**src/rtl/pe_arb_pkg.sv**
```systemverilog
// Shared types and constants for the four-requester arbiter.
// Holds the FSM state enum, grant vector type and a one-hot helper.
package pe_arb_pkg;

    localparam int N_REQ = 4;
    localparam int ID_W  = 2;

    typedef enum logic [1:0] {
        IDLE  = 2'd0,
        GRANT = 2'd1,
        GAP   = 2'd2
    } arb_state_t;

    typedef logic [N_REQ-1:0] gnt_vec_t;

    function automatic gnt_vec_t id_to_onehot(
        input logic [ID_W-1:0] id
    );
        return gnt_vec_t'(1) << id;
    endfunction

endpackage

```
**src/rtl/pe_prio_enc4.sv**
```systemverilog
// Combinational 4-to-2 priority encoder, highest set index wins.
// Ports: din[3:0] request bits, idx[1:0] winner index, valid = |din.
module pe_prio_enc4
    import pe_arb_pkg::*;
(
    input  logic [N_REQ-1:0] din,
    output logic [ID_W-1:0]  idx,
    output logic             valid
);

    always_comb begin
        idx   = '0;
        valid = |din;
        priority case (1'b1)
            din[3]:  idx = 2'd3;
            din[2]:  idx = 2'd2;
            din[1]:  idx = 2'd1;
            din[0]:  idx = 2'd0;
            default: idx = 2'd0;
        endcase
    end

endmodule

```
**src/rtl/pe_arbiter_4.sv**
```systemverilog
// Four-requester arbiter: fixed priority or round-robin, whole-transaction
// hold, one dead (GAP) cycle between owners.
// Ports: clk, rst_n (async, active-low), req[3:0], done, rr_mode,
//        gnt[3:0] one-hot, gnt_id[1:0], gnt_valid, timeout pulse.
// Optional forced release after HOLD_MAX grant cycles: define
// PE_ARB_TIMEOUT_EN. Without it, timeout is tied low and no counter exists.
module pe_arbiter_4
    import pe_arb_pkg::*;
#(
    parameter int HOLD_MAX = 15,
    parameter int CNT_W    = 8
) (
    input  logic             clk,
    input  logic             rst_n,
    input  logic [N_REQ-1:0] req,
    input  logic             done,
    input  logic             rr_mode,
    output logic [N_REQ-1:0] gnt,
    output logic [ID_W-1:0]  gnt_id,
    output logic             gnt_valid,
    output logic             timeout
);

    localparam bit CFG_OK = (HOLD_MAX >= 1) && (HOLD_MAX <= 255)
                         && ((2 ** CNT_W) > HOLD_MAX);

    generate
        if (!CFG_OK) begin : g_cfg_err
            $error("pe_arbiter_4: HOLD_MAX/CNT_W out of range");
        end
    endgenerate

    arb_state_t       state;
    arb_state_t       nxt;
    logic [ID_W-1:0]  ptr;
    logic [N_REQ-1:0] rr_rev;
    logic [N_REQ-1:0] enc_in;
    logic [ID_W-1:0]  enc_idx;
    logic             enc_vld;
    logic [ID_W-1:0]  win_id;
    logic             own_req;
    logic             hold_hit;
    logic             rel;
    logic [N_REQ-1:0] gnt_d;
    logic [ID_W-1:0]  id_d;
    logic             valid_d;

    // Round-robin: position 3 of the encoder input carries req[ptr],
    // position 0 carries req[ptr+3], so "highest index wins" becomes
    // "first set bit from ptr upward".
    always_comb begin
        logic [ID_W-1:0] src;
        rr_rev = '0;
        src    = '0;
        for (int i = 0; i < N_REQ; i++) begin
            src = ptr + ID_W'(i);
            rr_rev[N_REQ-1-i] = req[src];
        end
    end

    assign enc_in = rr_mode ? rr_rev : req;

    pe_prio_enc4 u_enc (
        .din   (enc_in),
        .idx   (enc_idx),
        .valid (enc_vld)
    );

    // Encoder index h maps to search offset 3-h, i.e. ~h.
    assign win_id  = rr_mode ? (ptr + ~enc_idx) : enc_idx;
    assign own_req = req[gnt_id];
    assign rel     = (state == GRANT) && (done || !own_req || hold_hit);

`ifdef PE_ARB_TIMEOUT_EN
    logic [CNT_W-1:0] hold_cnt;
    logic             timeout_q;

    // Cleared on the IDLE->GRANT edge; saturates instead of wrapping.
    always_ff @(posedge clk or negedge rst_n) begin
        if (!rst_n) begin
            hold_cnt <= '0;
        end else if (state == IDLE && enc_vld) begin
            hold_cnt <= '0;
        end else if (state == GRANT && hold_cnt != '1) begin
            hold_cnt <= hold_cnt + 1'b1;
        end
    end

    assign hold_hit = (state == GRANT)
                   && (hold_cnt == CNT_W'(HOLD_MAX - 1));

    // Only a release caused solely by the hold limit counts as forced.
    always_ff @(posedge clk or negedge rst_n) begin
        if (!rst_n) begin
            timeout_q <= 1'b0;
        end else begin
            timeout_q <= rel && hold_hit && !done && own_req;
        end
    end

    assign timeout = timeout_q;
`else
    assign hold_hit = 1'b0;
    assign timeout  = 1'b0;
`endif

    always_ff @(posedge clk or negedge rst_n) begin
        if (!rst_n) begin
            state <= IDLE;
        end else begin
            state <= nxt;
        end
    end

    always_comb begin
        nxt = state;
        unique case (state)
            IDLE:    if (enc_vld) nxt = GRANT;
            GRANT:   if (rel) nxt = GAP;
            GAP:     nxt = IDLE;
            default: nxt = IDLE;
        endcase
    end

    // Next values of the registered grant outputs.
    always_comb begin
        gnt_d   = gnt;
        id_d    = gnt_id;
        valid_d = gnt_valid;
        unique case (state)
            IDLE: begin
                if (enc_vld) begin
                    gnt_d   = id_to_onehot(win_id);
                    id_d    = win_id;
                    valid_d = 1'b1;
                end
            end
            GRANT: begin
                if (rel) begin
                    gnt_d   = '0;
                    valid_d = 1'b0;
                end
            end
            default: begin
                gnt_d   = '0;
                valid_d = 1'b0;
            end
        endcase
    end

    always_ff @(posedge clk or negedge rst_n) begin
        if (!rst_n) begin
            gnt       <= '0;
            gnt_id    <= '0;
            gnt_valid <= 1'b0;
        end else begin
            gnt       <= gnt_d;
            gnt_id    <= id_d;
            gnt_valid <= valid_d;
        end
    end

    // Pointer moves past the releasing owner in both modes.
    always_ff @(posedge clk or negedge rst_n) begin
        if (!rst_n) begin
            ptr <= '0;
        end else if (rel) begin
            ptr <= gnt_id + 1'b1;
        end
    end

endmodule

```
**config.mk**
```make
export PLATFORM = sky130hd
export DESIGN_NAME = pe_arbiter_4
export DESIGN_NICKNAME = d
export VERILOG_FILES = /design/src/rtl/pe_arb_pkg.sv /design/src/rtl/pe_prio_enc4.sv /design/src/rtl/pe_arbiter_4.sv
export SDC_FILE = /design/constraint.sdc
export NUM_CORES = 1
export LEC_CHECK = 0
export ABC_AREA = 1
export BUFFER_PORTS_ARGS = -buffer_cell sky130_fd_sc_hd__buf_4
export CAP_MARGIN = 20
export CORE_UTILIZATION = 55
export CTS_CLUSTER_SIZE = 12
export DETAILED_ROUTE_END_ITERATION = 10
export GPL_TIMING_DRIVEN = 0
export PLACE_DENSITY = 0.8
export SLEW_MARGIN = 20
export SYNTH_ARGS = -nofsm -noshare
export SYNTH_HDL_FRONTEND = slang
export SYNTH_SLANG_ARGS = --single-unit
```
**constraint.sdc**
```tcl
create_clock -name clk -period 3.15 [get_ports clk]
set_clock_uncertainty 0.05 [all_clocks]
set_input_delay 0.315 -clock clk [delete_from_list [all_inputs] [get_ports clk]]
set_output_delay 0.315 -clock clk [all_outputs]
set_load 0.01 [all_outputs]
```
==> run summary, run 1 <==
=====================================================================================
Result of the run ...................................................... complete, no violations
Hold buffer count at CTS ...............................................            1
Final Critical Period ..................................................      2205 ps
Crit Reg-Reg Endpoint ..................................................       gnt[3]
Vias per cell ..........................................................        5.272
Async SR Flop Fraction .................................................        1.000
Cell type of the slowest stage on the worst timing path ................      dfrtp_1
Fillers ................................................................          125
Y dimension of the die .................................................     40.22 um
Maximum count of clock buffers along a single path .....................            2
Count of routing violations after the opening detailed-route iteration .           17
CP Launch Type .........................................................         flop
Remaining global-route overflow ........................................            0
Area share of the leading cell type in the synthesized netlist .........       0.3115
Routed wire length .....................................................      1744 um
Inserted Clock Buffers .................................................            3
Via count of the first global-routing pass .............................          654
Static Leakage ......................................................... 0.0005593 uW
Share of the yosys chip area belonging to registers ....................       0.3115
Gpl congestion .........................................................       0.7200
Clock transition at the registers of the reported paths ................        60 ps
Vias after detailed routing ............................................          833
Effective utilization at floorplan .....................................       0.6023
Antenna violations before repair .......................................            0
Arrival time at the worst endpoint .....................................      2300 ps
Number of H-tree levels ................................................            1
Critical path endpoint category ........................................         flop
Cell at the root of the clock tree .....................................     clkbuf_4
Cell breakdown of the critical path .................................... inv_2 > nand2_1 > nand2_1 > nand2_1 > nand3_2 > nand2_2 > nand2_1 > nand2_1 > inv_1 > ha_1 > nor2_1 > nor2_1 > nand3b_1 > nand2_1 > inv_1 > nand3_1 > nand2_1
Total routing resource utilization after global routing ................       0.2500
Buffers added on ports .................................................           13
Register-to-Register Path Depth ........................................           17
Average wire per standard cell .........................................     11.04 um
Total number of yosys warnings .........................................            0
Worst min-delay path class ............................................. input pin to async pin
Maximum number of pins on one net before global-route repair ...........           11
Number of buffers inserted by post-CTS setup repair ....................            0
Final-layout setup total negative slack ................................         0 ps
Number of sinks on the clock net .......................................           10
Core Rows ..............................................................           13
Final setup fails ......................................................            0
Hold Fails Final Rpt ...................................................            0
Critical path peak fanout ..............................................            7
Cells after Synth ......................................................          126
Net count after synthesis ..............................................          135
Critical Path RT .......................................................      3250 ps
Routed Antenna Nets ....................................................            0
First-pass GRT wire length .............................................      2663 um
Pins Over Slew Limit ...................................................            0
Share of cells above drive strength 1 ..................................       0.2517
Die Area ...............................................................    1617 um^2
Post-synthesis instance area ...........................................   803.3 um^2
R2r startpoint .........................................................       ptr[1]
Area inside the core boundary ..........................................    1334 um^2
Max-cap violations .....................................................            0
Hold_ws ................................................................     372.4 ps
Source-to-sink clock delay at the later pin of the worst-skew pair .....       260 ps
Pwr/cell area .......................................................... 921.4 nW/um^2
Synth Flop Type ........................................................      dfrtp_1
Highest attainable clock frequency .....................................    453.5 MHz
Synthesized flop and latch total .......................................           10
Number of enable-type register cells in the synthesized netlist ........            0
Most area-hungry cell type in the Yosys netlist ........................      dfrtp_1
Highest ir drop seen on vdd ............................................    0.6139 mV
Share of the cycle needed by the critical path after routing ...........       0.7001
First-pass iteration count of the detailed router ......................            4
Unrepaired setup endpoints after global routing ........................        false
Setup slack of the worst register-to-register path .....................       940 ps
Largest stage delay on the critical path ...............................       490 ps
TritonCTS clock tree ...................................................        built
Most common cell type on the critical path .............................      nand2_1
Floorplan die width ....................................................     40.22 um
Ports ..................................................................           16
Final HPWL from detailed placement .....................................      1373 um
Post-cts sizing count ..................................................            0
Mean cell area of the mapped netlist ...................................   6.375 um^2
# diodes ...............................................................            0
Critical Setup Path Class .............................................. flop to flop
Number of nets in the final layout .....................................          154
Count of unresolved DRC violations after routing .......................            0
Unique masters post-synth ..............................................           22
Synth area leaders ..................................................... dfrtp_1, nand2_1, nand3_1, nand2_2, inv_1
P&R area growth vs syn .................................................       18.54%
=====================================================================================
-- sequential cells by signal, indices dropped and copies added (netlist names) --
name,count
gnt,4
gnt_valid,1
state,1
gnt_id,2
ptr,2
-- cell usage after synthesis (2+ instances only) --
| master | count |
|---|---|
| nand2_1 | 56 |
| nand3_1 | 14 |
| inv_1 | 11 |
| dfrtp_1 | 10 |
| nand2_2 | 9 |
| o21ai_0 | 5 |
| nor2_1 | 4 |
| buf_4 | 2 |
| or2_2 | 2 |
-- worst max-delay path by stage --
| stage | slack (ps) | to | cells past startpoint | startpoint |
|---|---|---|---|---|
| detailed placement | 980 | gnt[3] | 17 | ptr[1] |
| global route | 760 | gnt[3] | 18 | ptr[1] |
| floorplan | 1230 | gnt[3] | 18 | ptr[0] |
| global placement | 1030 | gnt[2] | 18 | ptr[0] |
| CTS | 960 | gnt[3] | 17 | ptr[1] |
| finish | 940 | gnt[3] | 17 | ptr[1] |
-- final cells by class --
class / instances / area, um^2 / area share
repair buffers: 14 / 107.6 / 0.1130
flip-flops and latches: 10 / 250.2 / 0.2628
plain buffers: 3 / 26.28 / 0.02760
clock buffers: 3 / 22.52 / 0.02365
well taps: 15 / 18.77 / 0.01971
multi-input cells: 100 / 475.5 / 0.4993
inverters: 13 / 51.30 / 0.05388
-- layer usage --
metal  global-route usage  up-vias  routed length, um
li1                     -      428                  -
met1               0.3048      385                797
met2               0.4395       16                864
met3              0.03333        4                 50
met4               0.1000        0                 31
met5                    0        -                  0
-- power breakdown --
part | internal (uW) | switching, uW
Clock | 43.9 | 39.7
Sequential | 188 | 63.7
Combinational | 215 | 327
-- cell usage in the layout (no fill, tap or decap), drive strengths merged --
master	instances
nand3b	1
nand2	66
nand3	15
o21ai	6
dlygate4sd3	1
or2	2
o211ai	1
ha	1
dfrtp	10
a21oi	1
buf	16
clkbuf	3
nor2	5
xnor2	1
conb	1
inv	13
-- worst max-delay path: cells and delay by family, from the launching register on --
family                     cells  cell delay [ps]
DFF                            1              490
and+or+nand+nor               13             1130
adders and majority gates      1              180
buffers and inverters          3              240
-- kinds of logic (layout without fill, tap and decap cells) --
logic type / after synthesis / after routing / share of synthesized area
DFF: 10 / 10 / 0.3115
adders and majority gates: 1 / 1 / 0.01557
AOI/OAI and AO/OA: 8 / 8 / 0.05763
other: 1 / 1 / 0.004668
xor gates and xnor gates: 1 / 1 / 0.01091
and+or+nand+nor: 89 / 89 / 0.5031
buffers and inverters: 16 / 33 / 0.09657
-- metrics by stage --
stage / cell area, um^2 / instances / total power (uW) / worst slack [ps] / utilization
after global routing: 952.2 / 158 / 964.3 / 759.6 / 0.7139
after global placement: 919.6 / 154 / 766.7 / 1030 / 0.6895
final: 952.2 / 158 / 877.3 / 944.7 / 0.7139
after detailed placement: 919.6 / 154 / 792.6 / 982.8 / 0.6895
after CTS: 952.2 / 158 / 880.9 / 964.9 / 0.7139
after floorplan: 803.3 / 126 / 633.8 / 1231 / -
(Power assumes the default switching activity.)
==> run 2, diff against run 1 <==
CORE_UTILIZATION = 48   (was 55)
PLACE_DENSITY = 0.74   (was 0.8)
clock period = 2 ns   (was 3.15 ns; I/O delays follow)
==> run summary, run 2 (synthesized netlist as in run 1, its figures left out) <==
=====================================================================================
Switching pwr ..........................................................     857.2 uW   +99%
Cell at the root of the clock tree .....................................     clkbuf_4
Remaining global-route overflow ........................................            0   unchanged
Hold Fails Final Rpt ...................................................            0   unchanged
Maximum number of pins on one net before global-route repair ...........           11   unchanged
# diodes ...............................................................            0   unchanged
Y dimension of the die .................................................     42.91 um   +6.7%
Register-to-Register Path Depth ........................................           17   unchanged
Share of cells above drive strength 1 ..................................       0.5000   +0.2483
Total routing resource utilization after global routing ................       0.2393   -0.01068
Final Critical Period ..................................................      2083 ps   -122.3 ps
Count of unresolved DRC violations after routing .......................            0   unchanged
Effective utilization at floorplan .....................................       0.5211   -0.08115
Worst min-delay path class ............................................. input pin to flop
Critical path peak fanout ..............................................            7   unchanged
Failing checks ......................................................... setup timing
Inserted Clock Buffers .................................................            3   unchanged
Maximum count of clock buffers along a single path .....................            2   unchanged
Highest attainable clock frequency .....................................    480.1 MHz   +5.9%
Die Area ...............................................................    1841 um^2   +14%
Hold worst-path end ....................................................    gnt_valid
Routing usage on met2 ..................................................       0.4000   -0.03952
Setup slack of the worst register-to-register path .....................       -80 ps   -1030 ps
Number of nets in the final layout .....................................          166   +7.8%
Critical Setup Path Class .............................................. flop to flop
Number of placed instances with taps included ..........................          155   +0.65%
Hold_ws ................................................................     226.8 ps   -145.6 ps
Vias per cell ..........................................................        5.256   -0.31%
Leading cell types in the layout, fill and taps excluded ............... nand2_1, buf_4, nand2_2, inv_1, dfrtp_1
Biggest registers after layout ......................................... gnt: 4 flops, gnt_id: 2 flops, ptr: 2 flops
TritonCTS clock tree ...................................................        built
First-pass iteration count of the detailed router ......................            4   unchanged
Count of routing violations after the opening detailed-route iteration .           22   +5
Hold path startpoint ...................................................         done
Source-to-sink clock delay at the later pin of the worst-skew pair .....       270 ps   about the same
Min-Delay Path Depth ...................................................            4
Average wire per standard cell .........................................     12.51 um   +13%
Non-Filler Instances ...................................................          172   +8.9%
Highest ir drop seen on vdd ............................................    0.8500 mV   +38%
Via count of the first global-routing pass .............................          756   +16%
Floorplan die width ....................................................     42.91 um   +6.7%
Sw Share ...............................................................       0.4765   -0.01362
Number of sinks on the clock net .......................................           10   unchanged
Unrepaired setup endpoints after global routing ........................         true
Clock transition at the registers of the reported paths ................        70 ps   about the same
Power share of the clock group .........................................        0.103   +0.008
Area inside the core boundary ..........................................    1541 um^2   +16%
Vias after detailed routing ............................................          904   +8.5%
First-pass GRT wire length .............................................      3312 um   +24%
Met3 global-route usage ................................................      0.02553   -0.007801
Antenna violations before repair .......................................            0   unchanged
Final-layout setup total negative slack ................................    -314.9 ps   -314.9 ps
Ports ..................................................................           16   unchanged
Final HPWL from detailed placement .....................................      1334 um   -2.9%
Total area of sequential cells .........................................   251.5 um^2   +0.50%
Number of flip-flops under the largest register name ...................            4   unchanged
Max-cap violations .....................................................            0   unchanged
Static Leakage ......................................................... 0.0006404 uW   +14%
Result of the run ...................................................... complete, but fails checks
Setup slack of the critical path after layout ..........................    -83.02 ps   -1028 ps
Gpl congestion .........................................................       0.8294   +15%
Routed wire length .....................................................      2151 um   +23%
Multi-input logic area .................................................   586.8 um^2   +23%
Combinational share of power ...........................................        0.669   +0.051
Buffers added on ports .................................................           13   unchanged
Routed Antenna Nets ....................................................            0   unchanged
CP Launch Type .........................................................         flop
Register with the highest flop count ...................................          gnt
Commonest non-fill, non-tap cell in the layout .........................      nand2_1
Final setup fails ......................................................            6   +6
Number of H-tree levels ................................................            1   unchanged
Crit Reg-Reg Endpoint ..................................................       gnt[0]
Most Crowded Layer GR ..................................................         met2
Arrival time at the worst endpoint .....................................      2190 ps   -110 ps
R2r startpoint .........................................................       ptr[0]
Pwr/cell area .......................................................... 1531 nW/um^2   +66%
Fillers ................................................................          115   -8.0%
M1 GR Usage ............................................................       0.3144   +0.009569
Critical path endpoint category ........................................         flop
P&R area growth vs syn .................................................       46.26%
Share of the core filled with cells ....................................       0.7622   +0.04829
Sequential share of power ..............................................        0.228   -0.059
Critical Path RT .......................................................      2110 ps   -1140 ps
Internal Dissipation ...................................................     941.6 uW   +110%
Share of the cycle needed by the critical path after routing ...........        1.042   +0.3414
Core Rows ..............................................................           14   +1
Pins Over Slew Limit ...................................................            0   unchanged
=====================================================================================
-- run 2: cell types whose count changed in the layout (fill, tap and decap cells not counted), sizes merged --
cell    previous run  this run
buf               16        28
clkbuf             3         4
-- run 2: worst max-delay path by stage --
stage | from | end | slack (ps)
3_3_place_gp | ptr[0] | gnt[2] | -90
6_report | ptr[0] | gnt[0] | -80
2_1_floorplan | ptr[0] | gnt[3] | 80
3_5_place_dp | ptr[0] | gnt[2] | -140
5_1_grt | ptr[0] | gnt[2] | -200
4_1_cts | ptr[0] | gnt[2] | -20
-- run 2: critical path, stage by stage (launching register included) --
cell,delay [ps]
dfrtp_1,410
buf_6,160
inv_8,50
nand2_2,60
nand2_2,70
nand2_2,70
nand3_2,60
nand2_2,70
nand2_2,60
buf_4,130
buf_4,120
buf_4,120
buf_4,120
buf_4,130
nand3_2,80
nand2_4,70
nand3_2,80
nand2_1,60
-- run 2: final cells by class --
| class | instances | area share |
|---|---|---|
| buffer | 3 | 0.02236 |
| clock buffer | 4 | 0.03088 |
| inverter | 13 | 0.05005 |
| multi-input combinational | 100 | 0.4995 |
| sequential | 10 | 0.2141 |
| tap | 16 | 0.01704 |
| timing repair buffer | 26 | 0.1661 |
-- run 2: metrics by stage --
| stage | area, um^2 | power (uW) | worst slack [ps] |
|---|---|---|---|
| 3_5_place_dp | 920.9 | 1232 | -135.5 |
| 6_report | 1175 | 1799 | -83.02 |
| 3_3_place_gp | 920.9 | 1211 | -94.43 |
| 5_1_grt | 1175 | 1948 | -202.3 |
| 2_1_floorplan | 803.3 | 998.2 | 80.99 |
| 4_1_cts | 1071 | 1589 | -23.46 |
-- run 2: timing repair --
action | in CTS | in global routing
endpoints found under the setup margin | 6 | 6
pin swaps | 5 | 13
setup buffers | 9 | 2
cloned | 1 | 0
hold endpoints to repair | 10 | 0
gates resized for setup | 13 | 25
hold buffers | 1 | 0
-- run 2: routing by layer --
metal	up-vias	share of wire
li1	457	-
met1	413	0.42
met2	28	0.52
met3	6	0.041
met4	0	0.015
met5	-	0
-- run 2: power by group through the flow --
stage               clock network, uW  registers (uW)  logic [uW]
floorplan                           0             407         591
global placement                    0             393         818
detailed placement                  0             396         836
CTS                               191             399         999
global route                      195             422        1330
finish                            185             409        1200
